**src/rtl/fetch_pc_unit.sv**
```systemverilog
// Fetch-stage program counter and IF/ID pipeline register with a BOOT/RUN/CACHEWAIT FSM.
// Optional misaligned-redirect trapping is enabled by defining MISALIGN_TRAP_EN.
module fetch_pc_unit #(
    parameter int               dataW        = 32,
    parameter logic [dataW-1:0] RESET_VECTOR = dataW'(32'h00000000)
) (
    input  logic             clock,
    input  logic             reset,
    input  logic             InsCacheStall,
    input  logic [dataW-1:0] FetchIns,
    input  logic             DecodeStall,
    input  logic             RedirectValid,
    input  logic [dataW-1:0] RedirectTarget,
    output logic [dataW-1:0] ProgAddr,
    output logic [dataW-1:0] IfIdIns,
    output logic [dataW-1:0] IfIdPC,
    output logic             IfIdValid,
    output logic             MisalignTrap,
    output logic [dataW-1:0] TrapAddr
);

    localparam logic [dataW-1:0] NOP     = dataW'(32'h00000013);
    localparam logic [dataW-1:0] PC_STEP = dataW'(32'd4);

    typedef enum logic [1:0] {
        BOOT      = 2'd0,
        RUN       = 2'd1,
        CACHEWAIT = 2'd2
    } state_t;

    state_t           state_r;
    logic [dataW-1:0] target_s;
    logic             misaligned_s;

    // Redirect target qualification: trap on low bits, or silently word-align them.
    always_comb begin
        target_s     = RedirectTarget;
        misaligned_s = 1'b0;
`ifdef MISALIGN_TRAP_EN
        misaligned_s = (RedirectTarget[1:0] != 2'b00);
`else
        target_s     = {RedirectTarget[dataW-1:2], 2'b00};
`endif
    end

    // FSM, program counter and IF/ID register; priority is redirect > decode stall > cache stall > advance.
    always_ff @(posedge clock or posedge reset) begin
        if (reset) begin
            state_r   <= BOOT;
            ProgAddr  <= RESET_VECTOR;
            IfIdIns   <= NOP;
            IfIdPC    <= '0;
            IfIdValid <= 1'b0;
        end else begin
            case (state_r)
                BOOT: begin
                    IfIdIns   <= NOP;
                    IfIdValid <= 1'b0;
                    state_r   <= RUN;
                end
                RUN, CACHEWAIT: begin
                    if (RedirectValid) begin
                        IfIdIns   <= NOP;
                        IfIdValid <= 1'b0;
                        state_r   <= RUN;
                        // A trapped redirect leaves the fetch address where it was.
                        if (!misaligned_s) begin
                            ProgAddr <= target_s;
                        end else begin
                            ProgAddr <= ProgAddr;
                        end
                    end else if (DecodeStall) begin
                        // Full hold of PC and IF/ID; the FSM still follows the cache.
                        state_r <= InsCacheStall ? CACHEWAIT : RUN;
                    end else if (InsCacheStall) begin
                        IfIdIns   <= NOP;
                        IfIdValid <= 1'b0;
                        state_r   <= CACHEWAIT;
                    end else begin
                        IfIdIns   <= FetchIns;
                        IfIdPC    <= ProgAddr;
                        IfIdValid <= 1'b1;
                        ProgAddr  <= ProgAddr + PC_STEP;
                        state_r   <= RUN;
                    end
                end
                default: begin
                    IfIdIns   <= NOP;
                    IfIdValid <= 1'b0;
                    state_r   <= BOOT;
                end
            endcase
        end
    end

`ifdef MISALIGN_TRAP_EN
    // Trap pulse and sticky faulting address, only raised outside BOOT.
    always_ff @(posedge clock or posedge reset) begin
        if (reset) begin
            MisalignTrap <= 1'b0;
            TrapAddr     <= '0;
        end else if (state_r != BOOT && RedirectValid && misaligned_s) begin
            MisalignTrap <= 1'b1;
            TrapAddr     <= RedirectTarget;
        end else begin
            MisalignTrap <= 1'b0;
        end
    end
`else
    assign MisalignTrap = 1'b0;
    assign TrapAddr     = '0;
`endif

endmodule

```
**config.mk**
```make
export PLATFORM = sky130hd
export DESIGN_NAME = fetch_pc_unit
export DESIGN_NICKNAME = d
export VERILOG_FILES = /design/src/rtl/fetch_pc_unit.sv
export SDC_FILE = /design/constraint.sdc
export NUM_CORES = 1
export LEC_CHECK = 0
export ABC_AREA = 1
export CAP_MARGIN = 20
export CELL_PAD_IN_SITES_DETAIL_PLACEMENT = 1
export CELL_PAD_IN_SITES_GLOBAL_PLACEMENT = 1
export CORE_MARGIN = 2
export CORE_UTILIZATION = 31
export CTS_CLUSTER_DIAMETER = 150
export CTS_CLUSTER_SIZE = 20
export DETAILED_ROUTE_END_ITERATION = 6
export GPL_TIMING_DRIVEN = 0
export PLACE_DENSITY_LB_ADDON = 0.1
export SLEW_MARGIN = 5
export SYNTH_ARGS = -nofsm -noshare
export SYNTH_HDL_FRONTEND = slang
export SYNTH_SLANG_ARGS = --single-unit
```
**constraint.sdc**
```tcl
create_clock -name clock -period 3.6 [get_ports clock]
set_input_delay 0.72 -clock clock [delete_from_list [all_inputs] [get_ports clock]]
set_output_delay 0.72 -clock clock [all_outputs]
set_load 0.05 [all_outputs]
```
==> flow_results.org <==
** Route
- DR WL/cell :: 16.2 microns
- The final layout contains routed wiring with a total length of 17000 microns.
- In the routed layout, each cell is associated on average with a via count of 4.66.
- The final route contains 4903 vias.
- Pre-antenna DRT Iters :: 5
- The detailed router finished its first iteration with 169 violations.
- The detail route stage leaves a number of antenna-violating nets equal to 0.
- For this run, design rule violations remaining after detail routing come to 0.

** GRT
- Overall track demand over capacity in global routing :: 20.3%
- After global routing the overflow that remains totals 0.
- The number of global-route vias before repair is 5037.
- The first global-routing pass estimated 26600 microns of wire.
- Pin count of the biggest net entering global routing :: 63
- The number of antenna violations at the first check in global routing is 0.

** Flow run
- Max_cap viols :: 0

** Cells and area
- Layout cell share with drive strength beyond 1 :: 10.3%
- After routing the design area is 7310 sq um.
- Relative to the synthesized area, the layout overhead comes to 47.4%.
- Layout filler cell count :: 1963
- At the end of the flow the core is filled with cells to 46.4%.
- Final net count :: 904
- The number of antenna diodes in the final layout is 0.
- Number of standard cells in the layout, taps in and fillers out :: 1053

** Place
- Placed Cells :: 1037
- Instance area after placement :: 6980 sq um
- Final HPWL from detailed placement :: 13200 microns
- Timing analysis after detailed placement gives a worst setup slack of 0.937 ns.
- Weighted congestion reported at the end of routability-driven placement :: 0.823
- During placement, the flow inserted port buffers numbering 159.

** Timing
- Setup violations remaining at the end of the flow were counted as 0.
- Total negative setup slack :: 0 ns
- Shortest clock period the worst path allows after layout :: 2.45 ns
- The number of hold violations in the final report was 0.
- Final Slew Violations :: 0
- Setup repair after global routing left no endpoint under its margin.
- Highest attainable clock frequency :: 0.409 GHz
- For the pin with the worst max-slew slack, the measured transition is 0.811 ns.
- Dividing the final minimum period by the clock period gives 68.0%.
- Worst slew margin relative to its limit :: 46.0%
- Across all hold checks on the routed design, the worst slack comes to 0.487 ns.
- PnR worst setup slack :: 1.15 ns
- Clock skew :: 0.00570 ns

** Hold path
- In this run the most critical hold path is launched from IfIdPC[27].
- End point of the worst hold path :: IfIdPC[27]
- Along the worst hold path, the cell count comes to 2.
- The path class of the tightest hold or removal check is flop to flop.

** Logic synthesis
- Portion of the post-synthesis area used by sequential elements :: 48.0%
- Cell type with the largest total area after synthesis :: sky130_fd_sc_hd__dfrtp_1
- The synthesized design contains 95 register bits.
- Count of different cell masters after synthesis :: 34
- Yosys warns :: 0
- After synthesis, the mean cell area works out to 7.93 sq um.
- In this run the biggest area consumer among cell types represents 46.4% of the synthesized area.
- Synthesis handed over a netlist of 625 instances.
- Biggest area contributors in the synthesized netlist :: sky130_fd_sc_hd__dfrtp_1, sky130_fd_sc_hd__nand2_1, sky130_fd_sc_hd__buf_4
- Summing every instance area after synthesis gives 4960 sq um.

** Worst setup path
- Slowest stage cell on the critical path :: sky130_fd_sc_hd__clkdlybuf4s50_1
- Data on the critical path arrives at its endpoint at 1.73 ns.
- At the worst endpoint, the required time is 2.88 ns.
- The most critical setup path has its startpoint at ProgAddr[4].
- Crit path buf inv count :: 1
- STA classifies the critical path endpoint as an output port.
- Startpoint types :: flop
- Cell family with the largest share of critical-path delay :: buffers and inverters
- Startpoint of the lowest-slack register-to-register path :: ProgAddr[2]
- Worst reg-to-reg setup slack :: 1.76 ns
- Reg-to-Reg End :: ProgAddr[30]
- Cell depth of the worst flop-to-flop path :: 10
- By startpoint and endpoint, the worst setup path is classified as flop to output port.
- Worst stage delay on the critical path :: 0.88 ns
- List of cells traversed by the critical path :: clkdlybuf4s50_1
- Highest fanout seen on the critical path :: 7

** Die
- The floorplan has 46 rows.
- The core region is 15800 sq um.
- The initial utilization of the core area, before any placement, comes to 31.4%.
- Overall die width :: 130 microns
- Die height :: 130 microns
- Total Die Area :: 17000 sq um
- Number of top-level design ports :: 199

** Clock network
- Number of CTS-inserted buffers :: 9
- Hold repair after CTS inserted 0 buffers.
- TritonCTS built the clock tree.
- Gates resized, CTS repair :: 0
- Clock tree synthesis selected as its root buffer the cell sky130_fd_sc_hd__clkbuf_16.
- Htree depth :: 3
- The clock passes through at most 2 buffers.
- The number of setup buffers added after CTS is 0.
- Source-to-sink clock delay at the later pin of the worst-skew pair :: 0.35 ns
- Clock slew seen by the registers of the worst setup and hold paths :: 0.07 ns
- Sinks on Clock Net :: 95

** Power and ir drop
- The completed layout was analyzed and its total power is 6.46 mW.
- Leak :: 3.44 nW
- Power spread over the standard cell area amounts to 883 nW/um^2.
- Maximum vdd ir drop :: 0.481 mV

** Outcome
- Outcome :: complete, no violations
==> how the worst max path moves through the flow <==
| stage | end | slack (ns) | cells after the start |
|---|---|---|---|
| 2_1_floorplan | IfIdIns[10] | 0.41 | 1 |
| 6_report | ProgAddr[4] | 1.15 | 1 |
| 4_1_cts | ProgAddr[4] | 1.15 | 1 |
| 3_5_place_dp | IfIdPC[20] | 0.94 | 6 |
| 5_1_grt | ProgAddr[4] | 1.10 | 1 |
| 3_3_place_gp | IfIdPC[23] | -1.30 | 2 |
==> kinds of logic (layout without fill, tap and decap cells) <==
family          Yosys count  in the layout  synth area share, %
simple gates            294            294                 24.4
buf+inv                 116            292                 12.3
compound gates          115            115                 14.3
flops                    95             95                 48.0
fa+ha+maj                 3              3                0.757
other cells               1             37               0.0756
xor+xnor                  1              1                0.177
==> placed cells by master, fill, tap and decap left out, types with 5 or more instances in the layout <==
cell type / count
sky130_fd_sc_hd__nand2_1: 178
sky130_fd_sc_hd__clkdlybuf4s50_1: 159
sky130_fd_sc_hd__dfrtp_1: 92
sky130_fd_sc_hd__nor2_1: 68
sky130_fd_sc_hd__inv_1: 51
sky130_fd_sc_hd__o21ai_0: 50
sky130_fd_sc_hd__buf_4: 38
sky130_fd_sc_hd__conb_1: 37
sky130_fd_sc_hd__a22o_1: 29
sky130_fd_sc_hd__nand3_1: 27
sky130_fd_sc_hd__a21oi_1: 22
sky130_fd_sc_hd__buf_2: 12
sky130_fd_sc_hd__clkbuf_1: 9
sky130_fd_sc_hd__clkbuf_16: 9
sky130_fd_sc_hd__o21ai_1: 6
sky130_fd_sc_hd__nor2_2: 5
sky130_fd_sc_hd__nor3_1: 5
==> final cells by class <==
type	instances	area, sq um	share of cell area, %
Sequential cell	95	2380	32.6
Tap cell	216	270	3.70
Timing Repair Buffer	160	1610	22.0
Inverter	54	205	2.81
Clock inverter	4	76.3	1.04
Clock buffer	12	256	3.51
Multi-Input combinational cell	450	2100	28.8
Buffer	62	405	5.55
==> layer usage <==
metal | GRT usage, % | vias to the layer above | part of all wire, %
li1 | - | 2346 | -
met1 | 25.5 | 2410 | 44
met2 | 36.4 | 135 | 50
met3 | 3.38 | 12 | 5.1
met4 | 5.26 | 0 | 1.0
met5 | 0 | - | 0
==> synth_stat cells (all sizes together) <==
library cell	instances
nand2	180
dfrtp	92
nor2	76
o21ai	56
buf	54
inv	54
a22o	29
nand3	28
a21oi	22
clkbuf	8
nor3	5
and2	3
dfstp	3
ha	3
o22a	3
a211oi	1
a22oi	1
a31oi	1
conb	1
nand3b	1
nand4	1
o211ai	1
o22ai	1
xnor2	1
==> state kept, by name, indices dropped and copies added, names as in the netlist <==
signal,cells
state_r,2
IfIdPC,30
IfIdIns,32
IfIdValid,1
ProgAddr,30
==> power breakdown <==
part	leakage [nW]	switching [mW]	total (mW)	internal (mW)
Clock	0.159	0.425	1.07	0.650
Combinational	2.08	2.43	3.54	1.11
Sequential	1.20	0.390	1.84	1.45
Total	3.44	3.25	6.46	3.21
No activity file was read; power rests on OpenSTA's default activity.
